File: src/rtl/rdr_pkg.sv
// Shared types and constants for the 1402 read-station row collector.
// Row indices follow the physical brush read order: the 9-row arrives first, the 12-row last.
package rdr_pkg;

    localparam int RDR_COLS = 80;
    localparam int RDR_ROWS = 12;

    localparam int ROW_9  = 0;
    localparam int ROW_8  = 1;
    localparam int ROW_7  = 2;
    localparam int ROW_6  = 3;
    localparam int ROW_5  = 4;
    localparam int ROW_4  = 5;
    localparam int ROW_3  = 6;
    localparam int ROW_2  = 7;
    localparam int ROW_1  = 8;
    localparam int ROW_0  = 9;
    localparam int ROW_11 = 10;
    localparam int ROW_12 = 11;

    typedef enum logic [1:0] {
        IDLE,
        COLLECT,
        DRAIN
    } rdr_state_t;

    function automatic logic [6:0] popcount_cols(input logic [RDR_COLS-1:0] v);
        logic [6:0] n;
        n = '0;
        for (int i = 0; i < RDR_COLS; i++) begin
            n = n + 7'(v[i]);
        end
        return n;
    endfunction

endpackage

File: src/rtl/read_row_collector_if.sv
// Column stream from the row collector to the CPU side (valid/ready handshake).
interface read_row_collector_if;
    logic        col_valid;
    logic        col_ready;
    logic [6:0]  col_idx;
    logic [11:0] col_code;

    modport master (output col_valid, output col_idx, output col_code, input col_ready);
    modport slave  (input col_valid, input col_idx, input col_code, output col_ready);
endinterface

File: src/rtl/rdr_edge_det.sv
// Registers the row strobe and card-cycle gate and produces single-cycle edge events.
module rdr_edge_det (
    input  logic clk,
    input  logic rst_n,
    input  logic sccb,
    input  logic cycle_gate,
    output logic sccb_rise,
    output logic gate_rise,
    output logic gate_fall
);
    logic sccb_q;
    logic gate_q;

    always_ff @(posedge clk or negedge rst_n) begin
        if (!rst_n) begin
            sccb_q <= 1'b0;
            gate_q <= 1'b0;
        end else begin
            sccb_q <= sccb;
            gate_q <= cycle_gate;
        end
    end

    assign sccb_rise = sccb && !sccb_q;
    assign gate_rise = cycle_gate && !gate_q;
    assign gate_fall = !cycle_gate && gate_q;
endmodule

File: src/rtl/read_row_collector.sv
// Collects twelve brush row planes per card and streams them out as 80 column punch codes.
// Optional feature: define CARD_HOLECOUNT_EN to add the card_holes output.
module read_row_collector
    import rdr_pkg::*;
#(
    parameter int COLS = RDR_COLS,
    parameter int ROWS = RDR_ROWS
) (
    input  logic                     clk,
    input  logic                     rst_n,
    input  logic                     sccb,
    input  logic                     cycle_gate,
    input  logic [COLS-1:0]          brushes,
    read_row_collector_if.master     col,
    output logic                     card_done,
    output logic                     err_short,
    output logic                     err_overrun
`ifdef CARD_HOLECOUNT_EN
    ,
    output logic [9:0]               card_holes
`endif
);
    rdr_state_t state, next_state;

    logic [3:0]                 row_cnt;
    logic [ROWS-1:0][COLS-1:0]  planes;
    logic [6:0]                 idx;
    logic [11:0]                code;
    logic sccb_rise, gate_rise, gate_fall;
    logic last_row, start_card, capture, drain_valid;

    rdr_edge_det u_edge (
        .clk        (clk),
        .rst_n      (rst_n),
        .sccb       (sccb),
        .cycle_gate (cycle_gate),
        .sccb_rise  (sccb_rise),
        .gate_rise  (gate_rise),
        .gate_fall  (gate_fall)
    );

    assign last_row = (row_cnt == 4'(ROW_12));

    always_ff @(posedge clk or negedge rst_n) begin
        if (!rst_n) state <= IDLE;
        else        state <= next_state;
    end

    // The 12th row wins over a simultaneous gate fall so a just-complete card is never flagged short.
    always_comb begin
        next_state  = state;
        start_card  = 1'b0;
        capture     = 1'b0;
        err_short   = 1'b0;
        card_done   = 1'b0;
        drain_valid = 1'b0;
        case (state)
            IDLE: begin
                if (gate_rise) begin
                    start_card = 1'b1;
                    next_state = COLLECT;
                end
            end
            COLLECT: begin
                if (sccb_rise && last_row) begin
                    capture    = 1'b1;
                    next_state = DRAIN;
                end else if (gate_fall) begin
                    err_short  = 1'b1;
                    next_state = IDLE;
                end else if (sccb_rise) begin
                    capture = 1'b1;
                end
            end
            DRAIN: begin
                drain_valid = 1'b1;
                if (col.col_ready && idx == 7'(COLS-1)) begin
                    card_done  = 1'b1;
                    next_state = IDLE;
                end
            end
            default: next_state = IDLE;
        endcase
    end

    always_ff @(posedge clk or negedge rst_n) begin
        if (!rst_n) begin
            row_cnt     <= '0;
            planes      <= '0;
            idx         <= '0;
            err_overrun <= 1'b0;
        end else begin
            if (start_card || err_short) begin
                row_cnt <= '0;
                planes  <= '0;
            end else if (capture) begin
                planes[row_cnt] <= brushes;
                row_cnt         <= row_cnt + 4'd1;
            end
            if (start_card || card_done) begin
                idx <= '0;
            end else if (drain_valid && col.col_ready) begin
                idx <= idx + 7'd1;
            end
            if (state == DRAIN && gate_rise) begin
                err_overrun <= 1'b1;
            end
        end
    end

`ifdef CARD_HOLECOUNT_EN
    always_ff @(posedge clk or negedge rst_n) begin
        if (!rst_n)          card_holes <= '0;
        else if (start_card) card_holes <= '0;
        else if (capture)    card_holes <= card_holes + 10'(popcount_cols(brushes));
    end
`endif

    always_comb begin
        code = '0;
        for (int r = 0; r < ROWS; r++) begin
            code[r] = planes[r][idx];
        end
    end

    assign col.col_valid = drain_valid;
    assign col.col_idx   = idx;
    assign col.col_code  = code;
endmodule

File: src/flat_wrapper.sv
// flat-port wrapper written by rule: the top's interface ports become plain ports
module read_row_collector_flat import rdr_pkg::*;
#(
    parameter int COLS = RDR_COLS,
    parameter int ROWS = RDR_ROWS
)
  (clk, rst_n, sccb, cycle_gate, brushes, card_done, err_short, err_overrun, col_col_valid, col_col_idx, col_col_code, col_col_ready);
  read_row_collector_if col_i ();
  input  logic clk;
  input  logic rst_n;
  input  logic sccb;
  input  logic cycle_gate;
  input  logic [COLS-1:0] brushes;
  output logic card_done;
  output logic err_short;
  output logic err_overrun;
  output wire logic [$bits(col_i.col_valid)-1:0] col_col_valid;
  output wire logic [$bits(col_i.col_idx)-1:0] col_col_idx;
  output wire logic [$bits(col_i.col_code)-1:0] col_col_code;
  input wire logic [$bits(col_i.col_ready)-1:0] col_col_ready;
  assign col_col_valid = col_i.col_valid;
  assign col_col_idx = col_i.col_idx;
  assign col_col_code = col_i.col_code;
  assign col_i.col_ready = col_col_ready;
  read_row_collector #(.COLS(COLS), .ROWS(ROWS)) u_core (.clk(clk), .rst_n(rst_n), .sccb(sccb), .cycle_gate(cycle_gate), .brushes(brushes), .col(col_i), .card_done(card_done), .err_short(err_short), .err_overrun(err_overrun));
endmodule
File: config.mk
export PLATFORM = sky130hd
export DESIGN_NAME = read_row_collector_flat
export DESIGN_NICKNAME = d
export VERILOG_FILES = /design/src/rtl/rdr_pkg.sv /design/src/rtl/read_row_collector_if.sv /design/src/rtl/rdr_edge_det.sv /design/src/rtl/read_row_collector.sv /design/src/flat_wrapper.sv
export SDC_FILE = /design/constraint.sdc
export NUM_CORES = 2
export LEC_CHECK = 0
export CORE_ASPECT_RATIO = 0.75
export CORE_UTILIZATION = 57
export CTS_BUF_LIST = sky130_fd_sc_hd__clkbuf_8
export CTS_CLUSTER_DIAMETER = 50
export CTS_CLUSTER_SIZE = 8
export DETAILED_ROUTE_END_ITERATION = 12
export GPL_ROUTABILITY_DRIVEN = 0
export PLACE_DENSITY = 0.77
export SLEW_MARGIN = 40
export SYNTH_ARGS = -nofsm -noshare
export SYNTH_HDL_FRONTEND = slang
export SYNTH_HIERARCHICAL = 1
export SYNTH_SLANG_ARGS = --single-unit
File: constraint.sdc
create_clock -name clk -period 2.3 [get_ports clk]
set_input_delay 0.345 -clock clk [delete_from_list [all_inputs] [get_ports clk]]
set_output_delay 0.345 -clock clk [all_outputs]
set_load 0.01 [all_outputs]
==> results.py <==
metrics = {
    "detailed_routing": {
        "drtPass1Iterations": 8,
        "antenna_left": 0,
        "routed_wl_mm": 137.6,
        "drc_errors": 0,
        "num_vias": 36510,
        "post_drt_wl_per_cell_um": 24.14,
        "drtIter0Drc": 4386,
        "avgViaCountPerCell": 6.403,
    },
    "timing": {
        "finalHoldWorstSlack_ns": 0.06177,
        "hold_viol": 0,
        "tightest_slew_ns": 0.7099,
        "slew_headroom": 0.5253,
        "fin_crit_ns": 4.030,
        "finalSetupViolCount": 14,
        "period_share": 1.752,
        "fin_ws_ns": -1.730,
        "fmaxAchievable_ghz": 0.2482,
        "fin_skew_ns": 0.02262,
        "rsz0062_at_grt": "yes",
        "slew_violations": 0,
    },
    "logic_synthesis": {
        "ys_seq_area_frac": 0.5449,
        "syn_avg_cell_area_um2": 10.25,
        "syn_nets": 4465,
        "synth_flop_cell": "dfrtp_1",
        "synth_cells": 4375,
        "synthesis.area_um2": 44820,
        "yosysWarnings": 6,
        "ys_async_sr_fraction": 1.000,
        "ys_ff_latch": 976,
        "synth_enable_flop_cells": 0,
        "synth_cell_type_count": 46,
    },
    "critical_path": {
        "cp_slowest_cell": "o211ai_1",
        "worstSetupPathDepth": 7,
        "r2r-start": "u_core/row_cnt[0]",
        "crit_path_max_incr_delay_ns": 0.56,
        "rr_worst_depth": 8,
        "worstPathCellList": "buf_6, buf_8, mux4_2, mux2_4, o211ai_1, nand4_1, buf_2",
        "crit_start": "u_core/col.col_idx[0]",
        "cp_data_required_time_ns": 1.96,
        "ff2ff_setup_slack_ns": 0.04,
        "startpoint_type": "flop",
        "crit_type": "reg -> out",
        "critical_path_arrival_ns": 3.68,
        "crit_end": "col_col_code[1]",
        "r2r-end": "u_core/planes[658]",
        "crit_fanout": 6,
        "critPathBufInv": 3,
        "crit_path_end_kind": "output pin",
        "critical_path.top_delay_family": "multiplexers",
    },
    "die": {
        "die_y_um": 244.9,
        "rows": 88,
        "core_area_um2": 77400,
        "die_w_um": 325.8,
        "dieArea_um2": 79780,
        "initial_core_util": 0.5791,
        "ioPinCount": 108,
    },
    "clocking": {
        "cts_htree_levels": 4,
        "clk_latency_ns": 0.81,
        "cts.sinks": 976,
        "cts_tree": "done",
        "cts-root-buf": "clkbuf_8",
        "cts_max_path_buffers": 3,
        "clkTransAtPathRegs_ns": 0.07,
        "cts_buffers": 141,
    },
    "status": {
        "status": "finished, violations left",
        "violations": "negative setup slack",
    },
    "power": {
        "report.power.total_mw": 40.09,
        "power.leakage_nw": 22.57,
        "ir_drop_mv": 0.5148,
        "p_per_area_nw_per_um2": 759.8,
    },
    "global_route": {
        "grt_use_met3": 0.09738,
        "antenna_found_initial": 4,
        "grt_pass1_wl_mm": 209.8,
        "first_global_vias": 35370,
        "gr-usage-met2": 0.4891,
        "overflow": 0,
        "grt_usage": 0.3431,
        "busiest_layer": "met1",
        "grtUsageMet1": 0.5029,
        "grt_max_degree": 114,
    },
    "cells_and_area": {
        "final_cell_mix": "1531 x nand2_1, 970 x dfrtp_1, 520 x a21oi_1, 374 x o21ai_0, 290 x buf_4",
        "layout_commonest_cell": "nand2_1",
        "syn_to_final_growth_pct": 17.71,
        "nets": 4735,
        "layout-drive-gt1-share": 0.2095,
    },
    "place": {
        "portBuffers": 107,
        "dpl.hpwl_mm": 90.79,
    },
    "run": {
        "cap_violations": 0,
    },
    "worst_hold_path": {
        "hp-class": "in -> reg",
    },
}
-- logic make-up after synthesis --
| logic type | Yosys count | share of synthesized area |
|---|---|---|
| AO/OA/AOI/OAI | 1020 | 0.1209 |
| XOR/XNOR | 8 | 0.001563 |
| adder cells (fa/ha/maj) | 5 | 0.001396 |
| buffers and inverters | 430 | 0.04363 |
| flip-flops | 976 | 0.5449 |
| multiplexers | 328 | 0.1499 |
| AND/OR/NAND/NOR | 1608 | 0.1378 |
-- registers in the layout, indices dropped and copies added (netlist names) --
| name | cells |
|---|---|
| u_core/state | 2 |
| u_core/col.col_idx | 7 |
| u_core/planes | 960 |
| u_core/err_overrun | 1 |
| u_core/u_edge/sccb_q | 1 |
| u_core/u_edge/gate_q | 1 |
| u_core/row_cnt | 4 |
-- per-stage QoR --
stage / utilization / std cells / setup slack [ns] / cell area [um^2] / setup TNS, ns
finish: 0.6816 / 5701 / -1.730 / 52760 / -19.18
floorplan: - / 4375 / -0.1222 / 44930 / -1.373
detailed placement: 0.6382 / 5466 / -1.470 / 49400 / -173.38
global placement: 0.6382 / 5466 / -1.540 / 49400 / -130.74
global route: 0.6815 / 5699 / -1.761 / 52750 / -20.06
CTS: 0.6779 / 5680 / -1.746 / 52480 / -19.68
-- Yosys cell counts (2+ instances only) --
| cell type | number | area, um^2 |
|---|---|---|
| a22o_1 | 43 | 376.6 |
| xnor2_1 | 4 | 35.03 |
| a21o_1 | 2 | 15.01 |
| clkbuf_1 | 189 | 709.4 |
| nor2_1 | 17 | 63.81 |
| o22a_1 | 5 | 43.79 |
| mux2_2 | 6 | 67.56 |
| xor2_1 | 4 | 35.03 |
| ha_1 | 5 | 62.56 |
| o21ai_1 | 31 | 155.2 |
| nand2_1 | 1547 | 5807 |
| o211ai_1 | 7 | 52.55 |
| nand2b_1 | 6 | 37.54 |
| nor2_2 | 2 | 12.51 |
| nor2b_1 | 7 | 43.79 |
| a21oi_1 | 520 | 2603 |
| o22ai_1 | 12 | 75.07 |
| and2_1 | 9 | 56.30 |
| buf_1 | 11 | 41.29 |
| dfrtp_1 | 976 | 24420 |
| o21ai_0 | 374 | 1872 |
| a31oi_2 | 3 | 37.54 |
| mux2i_1 | 48 | 480.5 |
| nand3_1 | 4 | 20.02 |
| and4_1 | 2 | 17.52 |
| a21oi_2 | 2 | 17.52 |
| nand4_1 | 6 | 37.54 |
| buf_4 | 6 | 45.04 |
| buf_6 | 7 | 78.83 |
| inv_1 | 4 | 15.01 |
| a211oi_1 | 6 | 45.04 |
| a22oi_1 | 11 | 82.58 |
| buf_2 | 213 | 1066 |
| mux4_2 | 274 | 6171 |
-- layout make-up --
class / instances / area, um^2
Sequential cell: 976 / 24440
Inverter: 4 / 15.01
Antenna cell: 2 / 5.005
Timing Repair Buffer: 553 / 6033
Clock inverter: 14 / 86.33
Tap cell: 1035 / 1295
Clock buffer: 148 / 2037
Multi-Input combinational cell: 2969 / 18850
Fill cell: 5431 / 24640
-- routing by layer --
layer / share of wire / vias to the layer above
li1: - / 15390
met1: 0.40 / 18340
met2: 0.44 / 2399
met3: 0.13 / 377
met4: 0.035 / 4
met5: 0.00020 / -
-- how the worst min path moves through the flow --
stage,to,slack (ns),startpoint,cells after the start
after floorplan,u_core/col.col_idx[0],0.05,rst_n,0
final,u_core/u_edge/gate_q,0.06,cycle_gate,1
after CTS,u_core/u_edge/gate_q,0.02,cycle_gate,1
after global routing,u_core/u_edge/gate_q,0.06,cycle_gate,1
after detailed placement,u_core/planes[634],0.20,rst_n,1
after global placement,u_core/planes[634],0.20,rst_n,1
-- power breakdown --
group | internal, mW | switching [mW] | leakage [nW]
Clock | 5.73 | 6.38 | 1.10
Sequential | 19.6 | 1.55 | 13.1
Combinational | 2.77 | 4.07 | 8.39
Total | 28.1 | 12.0 | 22.6
-- timing repair --
| item | in CTS | in global routing |
|---|---|---|
| pin swaps | 30 | 28 |
| hold endpoints to repair | 656 | 0 |
| endpoints found under the setup margin | 67 | 107 |
| gates cloned | 4 | 5 |
| buffers inserted | 50 | 25 |
| hold buffers | 3 | 0 |
| gates resized for setup | 177 | 46 |
(Power assumes the default switching activity.)
